## config.mk

```make
export PLATFORM = sky130hd
export DESIGN_NAME = fp_fxp_mul_seq_flat
export DESIGN_NICKNAME = d
export VERILOG_FILES = /design/src/rtl/fp_fxp_pkg.sv /design/src/rtl/fp_fxp_mul_seq_if.sv /design/src/rtl/fp_fxp_mul.sv /design/src/rtl/fp_fxp_mul_seq.sv /design/src/flat_wrapper.sv
export SDC_FILE = /design/constraint.sdc
export NUM_CORES = 1
export LEC_CHECK = 0
export CORE_MARGIN = 2
export CORE_UTILIZATION = 65
export CTS_BUF_LIST = sky130_fd_sc_hd__clkbuf_2 sky130_fd_sc_hd__clkbuf_4 sky130_fd_sc_hd__clkbuf_8
export DETAILED_ROUTE_END_ITERATION = 8
export DONT_BUFFER_PORTS = 1
export GPL_ROUTABILITY_DRIVEN = 0
export PLACE_DENSITY_LB_ADDON = 0.12
export SLEW_MARGIN = 25
export SYNTH_ARGS = -nofsm -noshare
export SYNTH_HDL_FRONTEND = slang
export SYNTH_HIERARCHICAL = 1
export SYNTH_SLANG_ARGS = --single-unit
```

## constraint.sdc

```tcl
create_clock -name clk -period 3.9 [get_ports clk]
set_clock_uncertainty 0.2 [all_clocks]
set_input_delay 0.975 -clock clk [delete_from_list [all_inputs] [get_ports clk]]
set_output_delay 0.975 -clock clk [all_outputs]
set_load 0.03 [all_outputs]
```

## src/rtl/fp_fxp_pkg.sv

```systemverilog
// Shared definitions for the fixed-point x floating-point sequential multiplier.
// Holds the sequencer state encoding and the width of the partial-product
// bit index (pp_exp), which is fixed at 4 bits so it can address up to
// 16 operand bits.
package fp_fxp_pkg;

   localparam int EXP_IDX_W = 4;

   typedef enum logic [0:0] {
      ST_IDLE = 1'b0,
      ST_RUN  = 1'b1
   } state_t;

endpackage : fp_fxp_pkg

```

## src/rtl/fp_fxp_mul_seq_if.sv

```systemverilog
// Handshake bundle for fp_fxp_mul_seq.
// Operand channel : in_valid/in_ready, in_a (two's complement), in_b (FP word),
//                   in_b_zero.
// Result channel  : pp_valid/pp_ready, pp_result, pp_exp (bit index), pp_last.
// Status          : busy.
// The slave modport is the sequencer side; the master modport is the side that
// offers operands and consumes partial products.
interface fp_fxp_mul_seq_if #(
   parameter int FXP_WIDTH = 4,
   parameter int FP_WIDTH  = 32
);
   import fp_fxp_pkg::*;

   logic                 in_valid;
   logic                 in_ready;
   logic [FXP_WIDTH-1:0] in_a;
   logic [FP_WIDTH-1:0]  in_b;
   logic                 in_b_zero;
   logic                 pp_valid;
   logic                 pp_ready;
   logic [FP_WIDTH-1:0]  pp_result;
   logic [EXP_IDX_W-1:0] pp_exp;
   logic                 pp_last;
   logic                 busy;

   modport master (
      output in_valid, in_a, in_b, in_b_zero, pp_ready,
      input  in_ready, pp_valid, pp_result, pp_exp, pp_last, busy
   );

   modport slave (
      input  in_valid, in_a, in_b, in_b_zero, pp_ready,
      output in_ready, pp_valid, pp_result, pp_exp, pp_last, busy
   );

endinterface : fp_fxp_mul_seq_if

```

## src/rtl/fp_fxp_mul.sv

```systemverilog
// Single-bit partial-product datapath: result = b * a_bit * 2^exp_idx with
// the operand sign folded into the FP sign bit.
// Ports:
//   a_bit   - current magnitude bit of the fixed-point operand
//   sign    - sign of the fixed-point operand (1 = negative)
//   exp_idx - bit index, added to the FP exponent
//   b       - FP operand {sign, exp, frac}
//   b_zero  - b is zero
//   result  - partial product; all zeros when a_bit=0 or b_zero=1
// The exponent sum wraps modulo 2^FP_EXP_WIDTH; no saturation is applied.
module fp_fxp_mul
   import fp_fxp_pkg::*;
#(
   parameter int FP_WIDTH      = 32,
   parameter int FP_FRAC_WIDTH = 23
) (
   input  logic                 a_bit,
   input  logic                 sign,
   input  logic [EXP_IDX_W-1:0] exp_idx,
   input  logic [FP_WIDTH-1:0]  b,
   input  logic                 b_zero,
   output logic [FP_WIDTH-1:0]  result
);

   localparam int FP_EXP_WIDTH = FP_WIDTH - FP_FRAC_WIDTH - 1;

   logic [FP_EXP_WIDTH-1:0] b_exp;
   logic [FP_EXP_WIDTH-1:0] exp_sum;

   assign b_exp   = b[FP_WIDTH-2 -: FP_EXP_WIDTH];
   assign exp_sum = b_exp + FP_EXP_WIDTH'(exp_idx);

   always_comb begin
      if (!a_bit || b_zero) begin
         result = '0;
      end else begin
         result = {b[FP_WIDTH-1] ^ sign, exp_sum, b[FP_FRAC_WIDTH-1:0]};
      end
   end

endmodule : fp_fxp_mul

```

## src/rtl/fp_fxp_mul_seq.sv

```systemverilog
// Sequencer that breaks a fixed-point x floating-point product into one
// partial product per bit of |a|, presented on a valid/ready channel.
// Ports:
//   clk   - clock
//   reset - synchronous, active-high
//   bus   - slave side of fp_fxp_mul_seq_if (operand in, partial products out,
//           busy status)
// SKIP_ZERO=1 issues only the set bits of |a| (ascending); SKIP_ZERO=0 issues
// every index 0..FXP_WIDTH-1. A zero magnitude or zero b yields one zero
// partial product at index 0 flagged last.
module fp_fxp_mul_seq
   import fp_fxp_pkg::*;
#(
   parameter int FXP_WIDTH     = 4,
   parameter int FP_WIDTH      = 32,
   parameter int FP_FRAC_WIDTH = 23,
   parameter bit SKIP_ZERO     = 1'b1
) (
   input logic              clk,
   input logic              reset,
   fp_fxp_mul_seq_if.slave  bus
);

   state_t state, state_next;

   logic [FP_WIDTH-1:0]  b_reg;
   logic                 b_zero_reg;
   logic                 sign_reg;
   logic [FXP_WIDTH-1:0] mag_reg;
   logic [EXP_IDX_W-1:0] idx_reg;   // lowest index still to be issued

   logic                 accept;
   logic                 pp_fire;
   logic [FXP_WIDTH-1:0] in_mag;

   // Next-set-bit search
   logic [FXP_WIDTH-1:0] masked;
   logic [FXP_WIDTH-1:0] lowest;
   logic [FXP_WIDTH-1:0] mag_shift;
   logic [EXP_IDX_W-1:0] hit_idx;
   logic                 more_bits;
   logic                 empty;

   // Current partial product selection
   logic [EXP_IDX_W-1:0] cur_idx;
   logic                 cur_bit;
   logic                 cur_last;

   logic                 a_bit;
   logic [EXP_IDX_W-1:0] pp_exp;
   logic                 pp_last;
   logic [FP_WIDTH-1:0]  pp_result;

   assign accept  = bus.in_valid && (state == ST_IDLE);
   assign pp_fire = (state == ST_RUN) && bus.pp_ready;

   // Two's-complement magnitude; the most negative value maps to 2^(W-1),
   // which still fits as an unsigned W-bit number.
   assign in_mag = bus.in_a[FXP_WIDTH-1] ? (~bus.in_a) + FXP_WIDTH'(1) : bus.in_a;

   // Isolate the lowest set bit at or above idx_reg; any set bit left over
   // means the current one is not the last.
   assign masked    = mag_reg & ({FXP_WIDTH{1'b1}} << idx_reg);
   assign lowest    = masked & ((~masked) + FXP_WIDTH'(1));
   assign more_bits = |(masked & ~lowest);
   assign mag_shift = mag_reg >> idx_reg;
   assign empty     = (mag_reg == '0) || b_zero_reg;

   // NOTE: every always_comb output gets a default before any conditional
   // assignment, so no path can leave it unassigned and infer a latch.
   always_comb begin
      hit_idx = '0;
      for (int i = FXP_WIDTH - 1; i >= 0; i--) begin
         if (lowest[i]) hit_idx = EXP_IDX_W'(i);
      end
   end

   always_comb begin
      cur_idx  = '0;
      cur_bit  = 1'b0;
      cur_last = 1'b1;
      if (!empty) begin
         if (SKIP_ZERO) begin
            cur_idx  = hit_idx;
            cur_bit  = 1'b1;
            cur_last = !more_bits;
         end else begin
            cur_idx  = idx_reg;
            cur_bit  = mag_shift[0];
            cur_last = (idx_reg == EXP_IDX_W'(FXP_WIDTH - 1));
         end
      end
   end

   // State register
   // NOTE: sequential state uses non-blocking assignments so every register
   // samples the pre-edge values regardless of statement order.
   always_ff @(posedge clk) begin
      if (reset) state <= ST_IDLE;
      else       state <= state_next;
   end

   // Next-state logic
   always_comb begin
      state_next = state;
      case (state)
         ST_IDLE: if (bus.in_valid)        state_next = ST_RUN;
         ST_RUN:  if (pp_fire && cur_last) state_next = ST_IDLE;
         default:                          state_next = ST_IDLE;
      endcase
   end

   // Output logic
   always_comb begin
      bus.in_ready = 1'b0;
      bus.busy     = 1'b0;
      bus.pp_valid = 1'b0;
      pp_exp       = '0;
      pp_last      = 1'b0;
      a_bit        = 1'b0;
      case (state)
         ST_IDLE: bus.in_ready = 1'b1;
         ST_RUN: begin
            bus.busy     = 1'b1;
            bus.pp_valid = 1'b1;
            pp_exp       = cur_idx;
            pp_last      = cur_last;
            a_bit        = cur_bit;
         end
         default: ;
      endcase
   end

   // Operand registers and index pointer
   always_ff @(posedge clk) begin
      if (reset) begin
         b_reg      <= '0;
         b_zero_reg <= 1'b0;
         sign_reg   <= 1'b0;
         mag_reg    <= '0;
         idx_reg    <= '0;
      end else if (accept) begin
         b_reg      <= bus.in_b;
         b_zero_reg <= bus.in_b_zero;
         sign_reg   <= bus.in_a[FXP_WIDTH-1];
         mag_reg    <= in_mag;
         idx_reg    <= '0;
      end else if (pp_fire) begin
         idx_reg    <= cur_idx + EXP_IDX_W'(1);
      end
   end

   fp_fxp_mul #(
      .FP_WIDTH      (FP_WIDTH),
      .FP_FRAC_WIDTH (FP_FRAC_WIDTH)
   ) u_mul (
      .a_bit   (a_bit),
      .sign    (sign_reg),
      .exp_idx (pp_exp),
      .b       (b_reg),
      .b_zero  (b_zero_reg),
      .result  (pp_result)
   );

   assign bus.pp_result = pp_result;
   assign bus.pp_exp    = pp_exp;
   assign bus.pp_last   = pp_last;

endmodule : fp_fxp_mul_seq

```

## src/flat_wrapper.sv

```systemverilog
// flat-port wrapper written by rule: the top's interface ports become plain ports
module fp_fxp_mul_seq_flat import fp_fxp_pkg::*;
#(
   parameter int FXP_WIDTH     = 4,
   parameter int FP_WIDTH      = 32,
   parameter int FP_FRAC_WIDTH = 23,
   parameter bit SKIP_ZERO     = 1'b1
)
  (clk, reset, bus_in_valid, bus_in_a, bus_in_b, bus_in_b_zero, bus_pp_ready, bus_in_ready, bus_pp_valid, bus_pp_result, bus_pp_exp, bus_pp_last, bus_busy);
  fp_fxp_mul_seq_if #(.FXP_WIDTH(FXP_WIDTH), .FP_WIDTH(FP_WIDTH)) bus_i ();
  input logic clk;
  input logic reset;
  input wire logic [$bits(bus_i.in_valid)-1:0] bus_in_valid;
  input wire logic [$bits(bus_i.in_a)-1:0] bus_in_a;
  input wire logic [$bits(bus_i.in_b)-1:0] bus_in_b;
  input wire logic [$bits(bus_i.in_b_zero)-1:0] bus_in_b_zero;
  input wire logic [$bits(bus_i.pp_ready)-1:0] bus_pp_ready;
  output wire logic [$bits(bus_i.in_ready)-1:0] bus_in_ready;
  output wire logic [$bits(bus_i.pp_valid)-1:0] bus_pp_valid;
  output wire logic [$bits(bus_i.pp_result)-1:0] bus_pp_result;
  output wire logic [$bits(bus_i.pp_exp)-1:0] bus_pp_exp;
  output wire logic [$bits(bus_i.pp_last)-1:0] bus_pp_last;
  output wire logic [$bits(bus_i.busy)-1:0] bus_busy;
  assign bus_i.in_valid = bus_in_valid;
  assign bus_i.in_a = bus_in_a;
  assign bus_i.in_b = bus_in_b;
  assign bus_i.in_b_zero = bus_in_b_zero;
  assign bus_i.pp_ready = bus_pp_ready;
  assign bus_in_ready = bus_i.in_ready;
  assign bus_pp_valid = bus_i.pp_valid;
  assign bus_pp_result = bus_i.pp_result;
  assign bus_pp_exp = bus_i.pp_exp;
  assign bus_pp_last = bus_i.pp_last;
  assign bus_busy = bus_i.busy;
  fp_fxp_mul_seq #(.FXP_WIDTH(FXP_WIDTH), .FP_WIDTH(FP_WIDTH), .FP_FRAC_WIDTH(FP_FRAC_WIDTH), .SKIP_ZERO(SKIP_ZERO)) u_core (.clk(clk), .reset(reset), .bus(bus_i));
endmodule
```

==> Yosys cells after proc, flatten, opt, wreduce, memory -nomap -nowiden <==
Index checks and enable logic that the tools add are counted.
{ "totals": {"word_cells": 46, "regBits": 43} }
{ "op_classes": {"reduce_logical": 10, "add_sub_neg": 4, "shift": 1, "muxes": 17, "bitwise": 8} }
{ "op_table": {"columns": ["op", "count"], "rows": [
  ["32-bit 2-to-1 mux", 1],
  ["4-bit 2-to-1 mux", 6],
  ["4-bit by 1-bit adder with 4-bit output, second input constant", 3],
  ["4-bit AND", 3],
  ["4-bit inverter", 3],
  ["8-bit by 4-bit adder with 8-bit output", 1],
  ["1-bit 2-to-1 mux", 8],
  ["4-bit zero test", 1],
  ["4-bit OR reduction", 1],
  ["4-bit by 4-bit left shift with 4-bit output, first input constant", 1],
  ["1-bit logical AND", 3],
  ["1-bit zero test", 2],
  ["1-bit logical OR", 2],
  ["2-bit 2-to-1 mux", 1],
  ["1-bit one-hot mux with 2 select lines", 1],
  ["2-bit OR reduction", 1],
  ["1-bit inverter", 1],
  ["1-bit bitwise XOR", 1]
]} }

==> Logic depth before layout (Yosys ltp) <==
Gate-level depths: netlist of run 1.
{ "depth": {"ltp_word": 13, "mapped_depth": 11} }

==> By module <==
The synthesis of run 1 kept the hierarchy.
{ "modules_own_cells": {"columns": ["module", "cells_each", "seq_area_each_um2", "n_inst", "area_each_um2"], "rows": [
  ["fp_fxp_mul_seq", 142, 840.8, 1, 1589.0],
  ["fp_fxp_mul", 60, 0.0, 1, 419.2]
]} }

==> Least setup slack after synthesis of run 1 <==
No wires, ideal clock.
{ "synth_timing": {"path_type": "reg-to-output", "start": "register u_core.mag_reg[3]", "end": "output bus_pp_result[29]", "n_path_buf": 1, "setup_slack_ns": -0.062, "t_arrival_ns": 2.787, "required_ns": 2.725, "path_stages_with_launch": 12, "cell_sequence": "dfxtp_1 > buf_6 > nor4_2 > nor3_2 > nor3b_4 > and2_2 > ha_1 > fa_1 > a211o_2 > o2111ai_1 > xor2_1 > nor2_1"} }
{ "synth_via": {"elab_chain_len": 12, "word_cells_on_any_way": 18, "cone_classes": "add/sub (2); mux (9); bitwise (3); reduce/logical (4)"} }
{ "synth_rtl": {"columns": ["item", "line", "rtl"], "rows": [
  ["start: declaration", "fp_fxp_mul_seq.sv:29", "logic [FXP_WIDTH-1:0] mag_reg;"],
  ["start signal: assignment", "fp_fxp_mul_seq.sv:146", "mag_reg <= in_mag;"],
  ["4-bit AND", "fp_fxp_mul_seq.sv:63", "assign masked = mag_reg & ({FXP_WIDTH{1'b1}} << idx_reg);"],
  ["4-bit inverter", "fp_fxp_mul_seq.sv:64", "assign lowest = masked & ((~masked) + FXP_WIDTH'(1));"],
  ["4-bit by 1-bit adder with 4-bit output", "fp_fxp_mul_seq.sv:64", null],
  ["4-bit AND", "fp_fxp_mul_seq.sv:64", null],
  ["2-bit 2-to-1 mux", "fp_fxp_mul_seq.sv:74", "if (lowest[i]) hit_idx = EXP_IDX_W'(i);"],
  ["4-bit 2-to-1 mux (3 in a row)", "fp_fxp_mul_seq.sv:74", null],
  ["4-bit 2-to-1 mux (*)", "fp_fxp_mul_seq.sv:82", "if (!empty) begin"],
  ["4-bit 2-to-1 mux (*)", "fp_fxp_mul_seq.sv:121", "case (state)"],
  ["named net bus_pp_exp[0]", "flat_wrapper.sv:21", "output wire logic [$bits(bus_i.pp_exp)-1:0] bus_pp_exp;"],
  ["8-bit by 4-bit adder with 8-bit output (*)", "fp_fxp_mul.sv:31", "assign exp_sum = b_exp + FP_EXP_WIDTH'(exp_idx);"],
  ["32-bit 2-to-1 mux (*)", "fp_fxp_mul.sv:34", "if (!a_bit || b_zero) begin"],
  ["end: declaration", "flat_wrapper.sv:20", "output wire logic [$bits(bus_i.pp_result)-1:0] bus_pp_result;"]
]} }
Mark *: on every way through the listed nets, which the timed path passes. The rest lies on a longest branch.

==> Worst setup path after layout of run 1 <==
{ "layout_timing": {"start": "register u_core.mag_reg[0]", "end": "output bus_pp_result[29]"} }
{ "layout_via": {"elab_chain_len": 12, "word_cells_on_any_way": 18, "cone_classes": "add/sub (2); mux (9); bitwise (3); reduce/logical (4)"} }
{ "layout_rtl": {"columns": ["item", "line"], "rows": [
  ["4-bit AND", "fp_fxp_mul_seq.sv:63"],
  ["4-bit inverter", "fp_fxp_mul_seq.sv:64"],
  ["4-bit by 1-bit adder with 4-bit output", "fp_fxp_mul_seq.sv:64"],
  ["4-bit AND", "fp_fxp_mul_seq.sv:64"],
  ["2-bit 2-to-1 mux", "fp_fxp_mul_seq.sv:74"],
  ["4-bit 2-to-1 mux (3 in a row)", "fp_fxp_mul_seq.sv:74"],
  ["4-bit 2-to-1 mux", "fp_fxp_mul_seq.sv:82"],
  ["4-bit 2-to-1 mux", "fp_fxp_mul_seq.sv:121"],
  ["8-bit by 4-bit adder with 8-bit output", "fp_fxp_mul.sv:31"],
  ["32-bit 2-to-1 mux (*)", "fp_fxp_mul.sv:34"]
]} }
Every way passes the cells marked *; elsewhere a longest branch is shown, timed or not.

==> impl_metrics.py, run 1 <==
metrics = {
    "synthesis": {
        "ys_ff_latch": 42,
        "synth_cells": 202,
        "avgSynthCellArea_um2": 9.94,
        "syn_area_um2": 2010,
        "synth_edf_count": 0,
        "synth_warnings": 6,
        "ys_seq_area_frac": 0.419,
        "synth-main-ff-cell": "dfxtp_1",
        "ys_types": 46,
        "async_flop_share": 0,
    },
    "run": {
        "maxCapViolations": 0,
    },
    "critical_path": {
        "path_max_fanout": 5,
        "r2r_cells": 6,
        "cp_cell_sequence": "nor4_4, nor3_2, nor3b_4, and2_4, ha_4, fa_2, a211o_2, o2111ai_2, xor2_1, nor2_2, buf_6",
        "critPathSlowestCell": "dfxtp_4",
        "rrSetupSlack_ns": 1.71,
        "rr_startpoint": "u_core/state",
        "cp_data_required_time_ns": 2.72,
        "end_kind": "primary output",
        "cpPeakStageDelay_ns": 0.39,
        "cp-start-kind": "register",
        "critPathKind": "register to primary output",
        "cp.arrival_ns": 2.77,
        "worst_r2r_endpoint": "u_core/mag_reg[3]",
    },
    "sta": {
        "setup_viol": 2,
        "period_needed_ns": 3.95,
        "tightestPinTransition_ns": 0.811,
        "rsz0062_at_grt": "true",
        "finalCritPeriodShare": 1.01,
        "tns_ns": -0.0765,
        "clock.fmax_mhz": 253,
        "maxSlewHeadroom": 0.457,
        "hold_viol_final": 0,
        "fin_ws_ns": -0.0485,
        "slew_viol_final": 0,
        "whs_ns": 0.286,
    },
    "outcome": {
        "violations": "negative setup slack",
        "outcome": "finished, violations left",
    },
    "grt": {
        "grt_pass1_wl_mm": 7.45,
        "grt_pass1_vias": 1650,
        "antenna_found_initial": 0,
        "grt-ovfl-total": 0,
        "track_usage": 0.279,
        "grt_max_degree": 29,
    },
    "route": {
        "via_per_inst": 6.05,
        "routed_wl_mm": 4.68,
        "dr.pass1.iters": 4,
        "drt-initial-drc-count": 125,
        "wl_per_cell_um": 16.6,
        "drtAntennaViolNets": 0,
        "drc": 0,
        "vias": 1701,
    },
    "floorplanning": {
        "ios": 81,
        "coreArea_um2": 3000,
        "die_area_um2": 3550,
        "fp.dieW_um": 59.6,
        "initial_core_util": 0.669,
        "rows": 20,
        "die_h_um": 59.6,
    },
    "pwr": {
        "peakVddDrop_uv": 314,
        "power_uw": 867,
        "power.density_nw_per_um2": 347,
        "p_leak_uw": 0.00111,
    },
    "clock_tree": {
        "cts_root_buffer": "clkbuf_4",
        "clk_pin_slew_worst_paths_ns": 0.14,
        "cts_tree": "done",
        "clock_latency_ns": 0.37,
        "h-tree-depth": 2,
        "clock_sinks": 42,
        "cts-buffers-inserted": 5,
        "cts_buffer_depth": 2,
    },
    "worst_hold_path": {
        "whs_endpoint": "u_core/b_reg[0]",
        "min_path_type": "register to register",
        "worstHoldPathCells": 1,
        "worstHoldStart": "u_core/b_reg[0]",
    },
    "final_layout": {
        "final_nets": 295,
        "drive_above_1_share": 0.339,
        "area_growth_pct": 24.4,
        "final_core_util": 0.832,
        "largest_register_ffs": 32,
        "fillers": 199,
        "num_antenna_cells": 0,
    },
    "place": {
        "hpwl_mm": 3.29,
        "io_buffer_count": 0,
    },
}
==> layout by cell type (no fill, tap or decap), types with 5 or more instances in the layout <==
cell	n
buf_4	48
dfxtp_1	39
a22o_1	37
and2_1	25
nand2_1	6
clkbuf_4	5
inv_1	5
nor2_1	5
a21oi_1	5
==> worst max path at each step <==
stage | startpoint | to
after detailed placement | u_core/mag_reg[2] | bus_pp_result[29]
after floorplan | u_core/mag_reg[3] | bus_pp_result[27]
final | u_core/mag_reg[0] | bus_pp_result[29]
after global placement | u_core/mag_reg[0] | bus_pp_result[29]
after global routing | u_core/mag_reg[0] | bus_pp_result[29]
after CTS | u_core/mag_reg[2] | bus_pp_result[29]
==> timing repair <==
action	in CTS	in global routing
gates resized for setup	21	0
setup buffers	10	1
endpoints found under the setup margin	4	4
pin swaps	12	12
hold buffers	0	0
==> synth_stat cells (all sizes together), types with 2 or more instances <==
cell type	number	share of area
dfxtp	42	0.42
a22o	37	0.16
and2	27	0.085
buf	12	0.041
a21oi	9	0.026
nor2	7	0.013
ha	6	0.037
inv	6	0.011
nand2	6	0.011
o21ai	5	0.012
nand3	4	0.010
nor3	4	0.012
xnor2	4	0.017
clkbuf	3	0.0056
nand2b	3	0.0093
a211o	2	0.0093
a211oi	2	0.0075
a21o	2	0.0081
a311oi	2	0.012
nor3b	2	0.013
or3	2	0.0062
==> metrics by stage <==
step                      setup WS, ns  instances  instance area, µm²
after floorplan                 0.0246        205                2020
after global placement           0.101        263                2280
after detailed placement        0.0188        263                2280
after CTS                      -0.0578        280                2490
after global routing            -0.173        281                2500
final                          -0.0485        281                2500
==> worst max-delay path: cells and delay by family (launching register included) <==
kind | cells | cell delay (ns)
simple gates | 5 | 0.77
fa+ha+maj | 2 | 0.50
compound gates | 2 | 0.40
flops | 1 | 0.39
xor+xnor | 1 | 0.20
buf+inv | 1 | 0.14
==> power by group <==
part / internal (µW) / total [µW] / switching [µW] / leakage [µW]
logic: 66.2 / 151 / 85.1 / 0.000727
registers: 455 / 475 / 20.0 / 0.000347
clock network: 90.1 / 240 / 150 / 0.0000349
total: 612 / 867 / 255 / 0.00111
==> cell type report <==
cell class / count / area (µm²) / share of cell area
clock buffer: 6 / 51.3 / 0.0205
clock inverter: 2 / 16.3 / 0.00651
inverter: 6 / 22.5 / 0.00902
multi-input combinational: 142 / 1130 / 0.454
sequential: 42 / 850 / 0.340
tap: 33 / 41.3 / 0.0165
timing repair buffer: 50 / 383 / 0.153
==> metal layers <==
metal	track usage	routed length, µm	vias up
met5	0	0	-
met4	0.124	161	0
met2	0.460	2300	70
met3	0.100	381	19
met1	0.325	1830	793
li1	-	-	819
==> cells by family (layout without fill, tap and decap cells) <==
group | Yosys count | count (layout) | share of synthesized area
AOI/OAI and AO/OA | 67 | 67 | 0.274
xor gates and xnor gates | 5 | 5 | 0.0218
adders and majority gates | 7 | 7 | 0.0474
buffers and inverters | 21 | 64 | 0.0579
DFF | 42 | 42 | 0.419
muxes | 1 | 1 | 0.00498
other | 1 | 4 | 0.00187
and+or+nand+nor | 58 | 58 | 0.173
(Power assumes the default switching activity.)
==> run 2, diff against run 1 <==
- CORE_UTILIZATION: 65 -> 55
- clock period: 3.9 -> 4.5 ns (I/O delays scaled with it)
==> run 2 against run 1 <==
The run now ends clean. Worst hold slack got worse by 0.0017 ns. Count of clock-buffer cells in the layout did not move. Design area down 15%. Largest cell class unchanged. Highest routed layer unchanged.
==> impl_metrics.py, run 2 (synthesis gave the netlist of run 1 again) <==
metrics = {
    "sta": {
        "tightestPinTransition_ns": 0.765,
        "setup_viol": 0,
        "slew_viol_final": 0,
        "fin_ws_ns": 0.224,
        "hold_viol_final": 0,
        "period_needed_ns": 4.28,
        "tns_ns": 0,
        "maxSlewHeadroom": 0.488,
        "clock.fmax_mhz": 234,
        "rsz0062_at_grt": "false",
        "finalCritPeriodShare": 0.950,
    },
    "pwr": {
        "power_uw": 697,
        "p_leak_uw": 0.000874,
        "power.density_nw_per_um2": 328,
        "peakVddDrop_uv": 250,
    },
    "route": {
        "drt-initial-drc-count": 56,
        "routed_wl_mm": 3.99,
        "drtAntennaViolNets": 0,
        "vias": 1498,
        "drc": 0,
        "dr.pass1.iters": 3,
        "wl_per_cell_um": 15.8,
        "via_per_inst": 5.94,
    },
    "floorplanning": {
        "die_h_um": 64.4,
        "fp.dieW_um": 64.4,
        "ios": 81,
        "die_area_um2": 4150,
        "coreArea_um2": 3420,
        "initial_core_util": 0.588,
        "rows": 21,
    },
    "clock_tree": {
        "clock_sinks": 42,
        "h-tree-depth": 2,
        "post_cts_buffers": 0,
        "clock_latency_ns": 0.34,
        "hold_buffers": 0,
        "cts_buffer_depth": 2,
        "clk_pin_slew_worst_paths_ns": 0.11,
        "cts-buffers-inserted": 5,
        "cts_root_buffer": "clkbuf_4",
        "cts_tree": "done",
    },
    "final_layout": {
        "fillers": 302,
        "largest_register_ffs": 32,
        "area_growth_pct": 5.92,
        "num_antenna_cells": 0,
        "final_cell_mix": "dfxtp_1 (38), a22o_1 (37), and2_1 (26), buf_4 (9)",
        "drive_above_1_share": 0.175,
        "multi_input_area_um2": 1080,
        "regArea_um2": 846,
        "final_common_cell": "dfxtp_1",
        "final_nets": 254,
        "final_core_util": 0.623,
        "finalInstanceArea_um2": 2130,
    },
    "critical_path": {
        "end_kind": "primary output",
        "cp_data_required_time_ns": 3.17,
        "cp.arrival_ns": 2.95,
        "critPathKind": "register to primary output",
        "cp-start-kind": "register",
        "path_max_fanout": 8,
    },
    "grt": {
        "grt_max_degree": 39,
        "grt_pass1_vias": 1493,
        "grt-ovfl-total": 0,
        "grt_util_met3": 0.0694,
        "grt_util_met2": 0.345,
        "use_met1": 0.261,
        "antenna_found_initial": 0,
        "busiest_layer": "met2",
        "grt_pass1_wl_mm": 6.84,
        "track_usage": 0.208,
    },
    "place": {
        "dpl_worst_slack_ns": 0.391,
        "hpwl_mm": 2.89,
        "dpl_cell_area_um2": 2060,
        "io_buffer_count": 0,
    },
    "run": {
        "maxCapViolations": 0,
    },
    "outcome": {
        "outcome": "completed",
    },
    "worst_hold_path": {
        "min_path_type": "register to register",
    },
}
## run 2: final cells by class
cell class	instances	share of cell area
tap	46	0.0271
clock buffer	6	0.0212
sequential	42	0.398
multi-input combinational	142	0.508
timing repair buffer	9	0.0318
inverter	6	0.0106
clock inverter	1	0.00353
## run 2: repair_timing
item | in CTS | in global routing
setup endpoints to repair | 1 | 4
resized for setup | 2 | 5
endpoints found under the hold margin | 0 | 0
cloned | 0 | 0
## run 2: path summary, 6_finish.rpt
check / start / to / slack [ns] / depth (start not counted)
max: u_core/mag_reg[2] / bus_pp_result[29] / 0.22 / 11
min: u_core/b_reg[14] / u_core/b_reg[14] / 0.28 / 1
max reg2reg: u_core/idx_reg[1] / u_core/idx_reg[1] / 2.72 / 6
min reg2reg: u_core/b_reg[14] / u_core/b_reg[14] / 0.28 / 1
## run 2: through the flow
stage | cells | hold slack (ns)
after detailed placement | 245 | 0.257
after CTS | 252 | 0.286
after global placement | 245 | 0.254
after global routing | 252 | 0.313
after floorplan | 205 | 0.240
final | 252 | 0.284
## run 2: report_power, final
part	internal, µW	leakage [µW]	switching [µW]
clock	64.4	0.0000278	114
sequential	395	0.000346	18.9
combinational	42.4	0.000500	62.7
## run 2: routing by layer
layer  wire (µm)  vias up
li1            -      735
met1        1690      704
met2        1950       55
met3         311        4
met4          31        0
met5           0        -
## run 2: worst max-delay path, cell delays in order, from the launching register on
cell       delay (ns)
dfxtp_2          0.43
or2b_1           0.26
a21oi_2          0.19
nor3b_4          0.07
and2_4           0.21
ha_1             0.24
fa_2             0.38
a211o_2          0.34
o2111ai_1        0.11
xor2_1           0.17
nor2_1           0.05
buf_4            0.17
